[src/rtl/fetch_decode.sv]
// fetch_decode
// ------------
// Instruction fetch and decode front end. The block issues sequential fetch
// addresses to a synchronous instruction ROM, splits each returned 9-bit
// instruction into a 5-bit opcode and a 4-bit operand field, and presents the
// result on a registered output stage backed by a 1-entry skid buffer.
// Redirects from execute override everything in RUN. An illegal opcode (27..31)
// stops fetching and raises a sticky halt flag.
//
// Handshake: out_valid/stall follow valid/ready semantics with stall as the
// inverted ready. A transfer happens in any cycle where out_valid=1 and
// stall=0. While out_valid=1 and stall=1 the output registers do not change.
// out_valid never drops without a transfer, except on a redirect, a restart
// from HALT, or reset.
//
// Ports:
//   clk         in   clock, rising edge
//   reset       in   asynchronous active-high reset
//   start       in   begin fetching at START_PC from IDLE or HALT
//   imem_addr   out  [PC_W-1:0] ROM address (the internal pc)
//   imem_rdata  in   [8:0] ROM data, valid one cycle after the address
//   br_taken    in   redirect request (RUN only)
//   br_target   in   [PC_W-1:0] redirect address
//   stall       in   downstream not accepting
//   out_valid   out  decoded instruction present
//   out_op      out  [4:0] opcode, imem_rdata[8:4]
//   out_field   out  [3:0] operand field, imem_rdata[3:0]
//   out_pc      out  [PC_W-1:0] fetch address of the presented instruction
//   halt        out  sticky illegal-opcode flag
//   dbg_state   out  [1:0] FSM state for observation

module fetch_decode #(
    parameter int              PC_W     = 10,
    parameter logic [PC_W-1:0] START_PC = '0
) (
    input  logic            clk,
    input  logic            reset,
    input  logic            start,
    output logic [PC_W-1:0] imem_addr,
    input  logic [8:0]      imem_rdata,
    input  logic            br_taken,
    input  logic [PC_W-1:0] br_target,
    input  logic            stall,
    output logic            out_valid,
    output logic [4:0]      out_op,
    output logic [3:0]      out_field,
    output logic [PC_W-1:0] out_pc,
    output logic            halt,
    output logic [1:0]      dbg_state
);

    typedef enum logic [1:0] {
        IDLE = 2'd0,
        RUN  = 2'd1,
        HALT = 2'd2
    } state_t;

    state_t r_state;
    state_t w_next_state;

    logic [PC_W-1:0] r_pc;
    logic            r_pending;
    logic [PC_W-1:0] r_pend_pc;

    logic            r_skid_valid;
    logic [4:0]      r_skid_op;
    logic [3:0]      r_skid_field;
    logic [PC_W-1:0] r_skid_pc;

    logic            r_out_valid;
    logic [4:0]      r_out_op;
    logic [3:0]      r_out_field;
    logic [PC_W-1:0] r_out_pc;
    logic            r_halt;

    logic w_ret_illegal;
    logic w_ret_ok;
    logic w_xfer;
    logic w_out_free;
    logic w_load_start;
    logic w_redirect;
    logic w_issue;
    logic w_go_halt;
    logic w_flush;

    // r_pending is only ever set in RUN, so a return can only arrive there.
    assign w_ret_illegal = r_pending && (imem_rdata[8:4] >= 5'd27);
    assign w_ret_ok      = r_pending && !w_ret_illegal;
    assign w_xfer        = r_out_valid && !stall;
    assign w_out_free    = !r_out_valid || w_xfer;
    assign w_flush       = w_load_start || w_redirect;

    // State register
    always_ff @(posedge clk or posedge reset) begin
        if (reset) begin
            r_state <= IDLE;
        end else begin
            r_state <= w_next_state;
        end
    end

    // Next state and per-cycle control
    always_comb begin
        w_next_state = r_state;
        w_load_start = 1'b0;
        w_redirect   = 1'b0;
        w_issue      = 1'b0;
        w_go_halt    = 1'b0;
        case (r_state)
            IDLE: begin
                if (start) begin
                    w_next_state = RUN;
                    w_load_start = 1'b1;
                end
            end
            RUN: begin
                // A redirect wins over an illegal return arriving in the same
                // cycle: that instruction is on the wrong path anyway.
                if (br_taken) begin
                    w_redirect = 1'b1;
                end else if (w_ret_illegal) begin
                    w_next_state = HALT;
                    w_go_halt    = 1'b1;
                end else begin
                    // Hold off while the skid is occupied or the output is
                    // blocked; this keeps at most one fetch in flight beyond
                    // the skid entry, so nothing can overflow.
                    w_issue = !r_skid_valid && !(r_out_valid && stall);
                end
            end
            HALT: begin
                if (start) begin
                    w_next_state = RUN;
                    w_load_start = 1'b1;
                end
            end
            default: begin
                w_next_state = IDLE;
            end
        endcase
    end

    // Fetch, skid and output datapath
    always_ff @(posedge clk or posedge reset) begin
        if (reset) begin
            r_pc         <= START_PC;
            r_pending    <= 1'b0;
            r_pend_pc    <= '0;
            r_skid_valid <= 1'b0;
            r_skid_op    <= '0;
            r_skid_field <= '0;
            r_skid_pc    <= '0;
            r_out_valid  <= 1'b0;
            r_out_op     <= '0;
            r_out_field  <= '0;
            r_out_pc     <= '0;
            r_halt       <= 1'b0;
        end else begin
            if (w_load_start) begin
                r_pc <= START_PC;
            end else if (w_redirect) begin
                r_pc <= br_target;
            end else if (w_issue) begin
                r_pc <= r_pc + 1'b1;  // wraps silently at 2^PC_W
            end

            r_pending <= w_issue;
            if (w_issue) begin
                r_pend_pc <= r_pc;
            end

            if (w_load_start) begin
                r_halt <= 1'b0;
            end else if (w_go_halt) begin
                r_halt <= 1'b1;
            end

            if (w_flush) begin
                r_out_valid  <= 1'b0;
                r_skid_valid <= 1'b0;
            end else if (w_out_free) begin
                // The skid entry is older than any return, so it goes first.
                if (r_skid_valid) begin
                    r_out_valid  <= 1'b1;
                    r_out_op     <= r_skid_op;
                    r_out_field  <= r_skid_field;
                    r_out_pc     <= r_skid_pc;
                    r_skid_valid <= w_ret_ok;
                    if (w_ret_ok) begin
                        r_skid_op    <= imem_rdata[8:4];
                        r_skid_field <= imem_rdata[3:0];
                        r_skid_pc    <= r_pend_pc;
                    end
                end else if (w_ret_ok) begin
                    r_out_valid <= 1'b1;
                    r_out_op    <= imem_rdata[8:4];
                    r_out_field <= imem_rdata[3:0];
                    r_out_pc    <= r_pend_pc;
                end else begin
                    r_out_valid <= 1'b0;
                end
            end else if (w_ret_ok) begin
                r_skid_valid <= 1'b1;
                r_skid_op    <= imem_rdata[8:4];
                r_skid_field <= imem_rdata[3:0];
                r_skid_pc    <= r_pend_pc;
            end
        end
    end

    assign imem_addr = r_pc;
    assign out_valid = r_out_valid;
    assign out_op    = r_out_op;
    assign out_field = r_out_field;
    assign out_pc    = r_out_pc;
    assign halt      = r_halt;
    assign dbg_state = r_state;

endmodule

[config.mk]
export PLATFORM = sky130hd
export DESIGN_NAME = fetch_decode
export DESIGN_NICKNAME = d
export VERILOG_FILES = /design/src/rtl/fetch_decode.sv
export SDC_FILE = /design/constraint.sdc
export NUM_CORES = 1
export LEC_CHECK = 0
export ABC_AREA = 1
export CAP_MARGIN = 15
export CORE_MARGIN = 2
export CORE_UTILIZATION = 45
export CTS_CLUSTER_DIAMETER = 100
export DETAILED_ROUTE_END_ITERATION = 6
export PLACE_DENSITY = 0.7
export SLEW_MARGIN = 10
export SYNTH_ARGS = -nofsm -noshare
export SYNTH_HDL_FRONTEND = slang
export SYNTH_SLANG_ARGS = --single-unit
[constraint.sdc]
create_clock -name clk -period 2.8 [get_ports clk]
set_input_delay 0.56 -clock clk [delete_from_list [all_inputs] [get_ports clk]]
set_output_delay 0.56 -clock clk [all_outputs]
set_load 0.005 [all_outputs]
==> summary by stage, run 1 <==
Status
The flow ran to the end, and the final reports show no timing, DRC or antenna violations.

Floorplanning
57 I/O pins were placed. The floorplan step defined a die boundary enclosing 7460 sq um. The core outline area is 6680 sq um. The initial standard-cell utilization of the core is 45.7%. In this run the horizontal extent of the chip is 86.4 microns. The floorplan has 30 rows. From bottom edge to top edge, the die measures 86.4 microns.

Layout
The finished cells cover 3900 sq um. Counting the fill cells in the layout gives 619. The number of diodes added for antenna fixing is 0.

In the final layout, flip-flops and latches occupy 1600 sq um. For this run, the post-layout net count is 446. The area growth from synthesis to layout is 27.8%. The area of combinational cells with multiple inputs is 1190 sq um. Cells fill 58.4% of the core in the end.

The share of final-layout standard cells stronger than drive strength 1 is 13.8%.

Timing
Setup violations remaining at the end of the flow were counted as 0. The achievable frequency is 514 MHz. At the pin with the least slew margin, the transition time is 542 ps.

Setup repair after global routing left no endpoint under its margin. In the finished design, the share of the clock period the worst path needs comes to 69.4%. The worst relative slew slack is 63.8%. In the final timing run, aggregate negative setup slack is 0 ps. For the finished layout, the period the worst path requires is 1940 ps. Once routing completed, OpenROAD measured the worst setup slack at 856 ps. The final clock skew is 8.20 ps. The count of endpoints failing hold in the final timing report is 0. The number of pins exceeding their max-slew limit in the final report was 0.

Routing
The routed wire length is 5960 microns. The DRC violation count after routing is 0. The average vias per placed instance is 4.85.

The detailed router's first-iteration violation count is 132. The post-route antenna net violation count is 0. The total via count in the routed design is 2454.

The average detailed-routed wire length per instance is 11.8 microns. The first detailed-routing pass ran for 4 iterations.

Clocking
In this run, post-CTS hold repair placed 0 buffers. In this run the deepest clock path goes through 2 buffers. The clock latency on the worst-skew pair is 330 ps. In this run the clock root is driven by a clkbuf_8. The number of cells upsized or downsized after cts is 0. The number of CTS-inserted buffers is 9. The number of setup buffers added after CTS is 0. CTS built an H-tree with a depth of 3. For this design, the sink count on the clock tree is 64. The TritonCTS clock tree is done.

The clock-pin transition on the worst setup and hold timing paths is 70 ps.

Yosys
The number of warning messages in the yosys log is 0. Yosys attributes the largest share of cell area to dfrtp_1 (52%), nand2_1 (14%), o21ai_0 (9.3%). Of all cell types, the one taking the most synthesized area is dfrtp_1. The post-synthesis net count is 390.

Synthesis produced a netlist whose cell count is 365. The number of register bits inferred by synthesis is 64. In the synthesized netlist the dominant register cell turns out to be dfrtp_1.

The post-synth design cell area is 3060 sq um. In this run the mean area of a mapped cell was 8.37 sq um. After synthesis, flip-flops and latches occupy 52.4% of the total area. The number of flops mapped to enable cells by yosys is 0. The count of distinct cell types in the synthesized netlist is 28. After synthesis, the share of flip-flops with an asynchronous set or reset is 100%.

The area share of the largest cell type after synthesis is 52.4%. In the post-synthesis netlist, the cell with the most instances is nand2_1. The commonest cells after synthesis are nand2_1 (118), dfrtp_1 (64), o21ai_0 (57).

Global route
The number of global-route vias before repair came to 2289. Global routing finished with a remaining overflow of 0. The overall routing resource usage is 17.4%.

The number of antenna violations at the first check in global routing was 0. Entering global routing, the biggest net connects 53 pins. The global-route wire length before repair is 10300 microns.

Critical path
The required arrival time at the worst endpoint is 2240 ps. In this run the worst path has a maximum fanout of 8. The kind of cell adding the most delay to the critical path is buffers and inverters. The critical register-to-register path startpoint is r_skid_valid. The critical path launch point type is a flip-flop. In this run the number of cells on the critical path is 1. Walking the worst path, the cells encountered are clkdlybuf4s50_1.

The endpoint kind of the worst setup timing path is an output port. The arrival time of the worst setup path is 1380 ps. The worst register-to-register path ends at imem_addr[3]. Setup slack on the worst reg-to-reg path comes out at 990 ps. The end point of the critical path is imem_addr[2]. The critical path starts at imem_addr[2]. The cell depth of the worst flop-to-flop path is 8. On the critical path, the stage with the largest delay is an instance of clkdlybuf4s50_1. The number of buffers and inverters on the critical path is 1. The path type of the worst setup path is flip-flop to output port.

In this design, the stage delay of the slowest critical-path cell is 560 ps.

Power and ir drop
The worst-case vdd ir drop is 411 uV. For this design the static power due to leakage is 1.93 nW. Power spread over the standard cell area amounts to 1030 nW/um^2.

Run
Max-cap violations in this run came to 0.

Placement
At the end of routability-driven placement, the weighted congestion stood at 0.835. Once detailed placement completed, the half-perimeter wirelength came to 4190 microns. The count of buffers from port buffering is 56. Before CTS, the worst setup slack after placement is 585 ps. Once placement finished, the instance area stood at 3650 sq um.

Hold path
The path type of the worst min-delay path is flip-flop to flip-flop. In this run the most critical hold path is launched from r_skid_field[2].
[sequential cells by signal, indices dropped and copies added (netlist names), 2 cells and up]
signal	flops
out_op	5
dbg_state	2
r_skid_pc	10
r_pend_pc	10
r_skid_field	4
out_field	4
r_skid_op	5
out_pc	10
imem_addr	10
[kinds of logic (layout without fill, tap and decap cells)]
| logic type | after synthesis | count (layout) | share of synthesized area (%) |
|---|---|---|---|
| AOI/OAI and AO/OA | 83 | 83 | 15.2 |
| adders and majority gates | 1 | 1 | 0.409 |
| DFF | 64 | 64 | 52.4 |
| xor gates and xnor gates | 1 | 1 | 0.287 |
| and+or+nand+nor | 161 | 161 | 23.2 |
| buffers and inverters | 55 | 116 | 8.48 |
[stage by stage]
| step | instances | total power [mW] | hold slack [ps] |
|---|---|---|---|
| floorplan | 365 | 2.44 | 448 |
| global placement | 490 | 3.00 | 458 |
| detailed placement | 490 | 3.05 | 464 |
| CTS | 506 | 4.06 | 485 |
| global route | 506 | 4.32 | 503 |
| finish | 506 | 4.01 | 480 |
[report_power, final]
| part | total (mW) | internal (mW) | switching, mW | leakage (nW) |
|---|---|---|---|---|
| registers | 1.57 | 1.29 | 0.274 | 0.821 |
| clock network | 0.990 | 0.638 | 0.351 | 0.126 |
| logic | 1.46 | 0.711 | 0.745 | 0.981 |
| total | 4.01 | 2.64 | 1.37 | 1.93 |
[worst reg2reg max path: stages (launching register included)]
cell and delay, ps:
dfrtp_1 380, inv_1 410, nand2_1 190, nor2_2 140, nand2_2 170, nand2_2 140, inv_2 100, nand2_1 90
o21ai_1 70
[cell type report]
type	count	share of cell area (%)
clock buffer	11	3.88
clock inverter	5	2.63
inverter	40	3.85
multi-input combinational	246	30.6
sequential	64	41.0
tap	80	2.56
timing repair buffer	60	15.4
[cells in the final DEF (no fill, tap or decap), types with 3 or more instances in the layout]
| master | instances |
|---|---|
| nand2_1 | 118 |
| dfrtp_1 | 64 |
| o21ai_0 | 57 |
| clkdlybuf4s50_1 | 56 |
| inv_1 | 34 |
| nand3_1 | 15 |
| nand2_2 | 14 |
| o21ai_1 | 12 |
| o21ai_2 | 12 |
| clkbuf_8 | 11 |
| inv_2 | 5 |
| nor2_1 | 4 |
| bufinv_16 | 3 |
| buf_4 | 3 |
[metal layers]
metal  GRT usage, %  vias to the layer above  wire [microns]
li1               -                     1274               -
met5              0                        -               0
met4           7.10                        0              97
met3           4.67                        9             281
met2           27.0                       56            2680
met1           23.2                     1115            2910
[worst min path at each step]
stage	endpoint	slack, ps	cells past startpoint
2_1_floorplan	r_skid_pc[0]	450	2
3_3_place_gp	r_skid_field[2]	460	2
3_5_place_dp	r_skid_field[1]	460	2
4_1_cts	dbg_state[1]	490	2
5_1_grt	dbg_state[1]	500	2
6_report	r_skid_field[2]	480	2
No activity file was read; power rests on OpenSTA's default activity.
==> run 2: changes to the inputs <==
==> constraint.sdc (replaced) <==
create_clock -name clk -period 1.85 [get_ports clk]
set_input_delay 0.37 -clock clk [delete_from_list [all_inputs] [get_ports clk]]
set_output_delay 0.37 -clock clk [all_outputs]
set_load 0.005 [all_outputs]
==> run 2 against run 1 <==
  * Global-route usage increased by 0.49 points
  * Total power up 48%
  * Clock skew down 0.57 ps
  * Sequential cell count unchanged
  * Critical path depth unchanged
  * Register-to-register slack lost 600 ps
==> summary by stage, run 2 (synthesis gave the netlist of run 1 again) <==
Layout
The area of all placed cells without fillers was 3910 sq um (was 3900 sq um). The layout overhead on the synthesized area is 28.1% (was 27.8%). The number of diodes added for antenna fixing came to 0 (unchanged). The number of fill cells in the layout was 630 (was 619). The share of final-layout standard cells stronger than drive strength 1 came to 13.8% (about the same). The commonest non-fill, non-tap cell in the layout is nand2_1 (unchanged).

The final net count was 448 (was 446). Commonest cells after routing, fill and taps aside: nand2_1 (118), dfrtp_1 (64), o21ai_0 (57) (unchanged).

Routing
The total iterations of the first detailed-routing run is 4 (unchanged). The average vias per placed instance is 4.83 (was 4.85). The post-route antenna net violation count came to 0 (unchanged).

The total via count in the routed design came to 2450 (was 2454). The average detailed-routed wire length per instance is 11.8 microns (about the same). The routed wire length is 5970 microns (was 5960 microns). The DRC violation count after routing is 0 (unchanged).

The detailed router's first-iteration violation count is 200 (was 132).

Critical path
The critical-path cell with the highest stage delay is clkdlybuf4s50_1 (unchanged). The buffering stage count on the worst path with inverters included came to 1 (unchanged). The peak per-stage delay on the critical path is 580 ps (was 560 ps). The kind of cell adding the most delay to the critical path is buffers and inverters (unchanged). The worst setup path startpoint was imem_addr[4] (was imem_addr[2]). The path type of the worst setup path is flip-flop to output port (unchanged). The required arrival time at the worst endpoint is 1480 ps (was 2240 ps). CP Cell Sequence: clkdlybuf4s50_1 (unchanged). The endpoint kind of the worst setup timing path is an output port (unchanged). The critical path launch point type is a flip-flop (unchanged). The critical register-to-register path startpoint is imem_addr[0] (was r_skid_valid). The arrival time of the worst setup path is 1420 ps (was 1380 ps). The maximum fanout along the worst path is 7 (was 8).

Floorplanning
The area of the die is 7460 sq um (unchanged). The initial standard-cell utilization of the core was 45.7% (unchanged). The die extent in x was 86.4 microns (unchanged). The core outline area is 6680 sq um (unchanged).

The number of placement rows is 30 (unchanged). The I/O pin total is 57 (unchanged). The height of the die came to 86.4 microns (unchanged).

Timing
The number of pins exceeding their max-slew limit in the final report is 0 (unchanged). The count of endpoints failing hold in the final timing report is 0 (unchanged). Setup repair after global routing missed its margin: no (unchanged).

The post-route setup TNS is 0 ps (unchanged). The final period demand of the worst path is 1790 ps. The worst relative slew slack is 77.2% (was 63.8%). The portion of the clock cycle consumed by the worst path in the final layout is 96.6%. The number of endpoints failing setup at the final stage is 0 (unchanged). The transition time of the tightest slew-check pin was 338 ps (was 542 ps). The final clock skew is 7.63 ps (was 8.20 ps).

Based on the critical path, the design can be clocked at up to 560 MHz.

Hold path
The path type of the worst min-delay path is input pin to asynchronous set/reset pin (was flip-flop to flip-flop).

Clocking
The TritonCTS clock tree is done (unchanged). The number of cells upsized or downsized after cts is 0 (unchanged). The clock-pin transition on the worst setup and hold timing paths is 60 ps (was 70 ps). The number of clock sinks seen by CTS is 64 (unchanged). The clock latency on the worst-skew pair came to 330 ps (about the same). The number of CTS-inserted buffers came to 9 (unchanged).

The number of setup buffers added after CTS was 0 (unchanged). The master cell of the clock root buffer is clkbuf_8 (unchanged). The number of H-tree branching levels is 3 (unchanged). The worst-case clock buffer depth is 2 (unchanged). The quantity of hold-fixing buffers added after cts is 0 (unchanged).

Power and ir drop
The ratio of total power to cell area is 1520 nW/um^2 (was 1030 nW/um^2). The standby leakage power was 1.93 nW (about the same). The worst-case vdd ir drop is 686 uV (was 411 uV).

Placement
The instance area after placement was 3690 sq um (was 3650 sq um). The placed wire-length estimate was 4010 microns (was 4190 microns). The count of buffers from port buffering is 56 (unchanged). The routability congestion estimate from global placement is 0.834 (was 0.835).

Status
Status: complete, no violations (unchanged).

Global route
The overall routing resource usage is 17.9% (was 17.4%). The number of global-route vias before repair is 2410 (was 2289). The largest net degree at the start of global routing came to 65 (was 53). The number of antenna violations at the first check in global routing is 0 (unchanged). The total congestion overflow is 0 (unchanged). The global-route wire length before repair was 10700 microns (was 10300 microns).

Run
The total of max-cap violations was 0 (unchanged).
## run 2: cell type report
cell class                 instances  area, sq um  area share (%)
inverter                          40          154            3.93
multi-input combinational        246         1190            30.5
sequential                        64         1600            40.9
timing repair buffer              62          643            16.4
clock inverter                     3         65.1            1.66
tap                               80          100            2.56
clock buffer                      12          155            3.96
## run 2: final timing paths
path	to	slack (ps)	cells after the start
min	dbg_state[1]	470	3
max	imem_addr[4]	60	1
min reg2reg	r_skid_pc[3]	480	2
max in group asynchronous	r_skid_field[1]	1110	3
min in group clk	r_skid_pc[3]	480	2
max reg2reg	imem_addr[6]	390	8
## run 2: report_power, final
group	internal [mW]	leakage, nW	switching [mW]
clock	0.824	0.112	0.503
combinational	1.11	0.999	1.13
sequential	1.96	0.821	0.420
total	3.89	1.93	2.05
## run 2: per-stage QoR
| stage | hold WS [ps] | power [mW] | util (%) | setup WS (ps) | cells |
|---|---|---|---|---|---|
| 3_5_place_dp | 465 | 4.64 | 55.3 | 62.8 | 492 |
| 3_3_place_gp | 458 | 4.59 | 55.3 | 89.9 | 492 |
| 4_1_cts | 474 | 6.01 | 58.6 | 56.8 | 507 |
| 2_1_floorplan | 448 | 3.70 | - | 540 | 365 |
| 6_report | 466 | 5.94 | 58.6 | 63.6 | 507 |
| 5_1_grt | 497 | 6.43 | 58.6 | 38.0 | 507 |
## run 2: layer usage
metal	global-route usage, %	vias up	wire length, microns	part of all wire [%]
li1	-	1279	-	-
met1	24.5	1110	3060	51
met2	27.8	55	2610	44
met3	4.10	6	220	3.7
met4	6.82	0	73	1.2
met5	0	-	0	0
## run 2: worst min-delay path: stages
cell,delay [ps]
clkdlybuf4s50_1,440
clkinvlp_4,90
buf_12,290
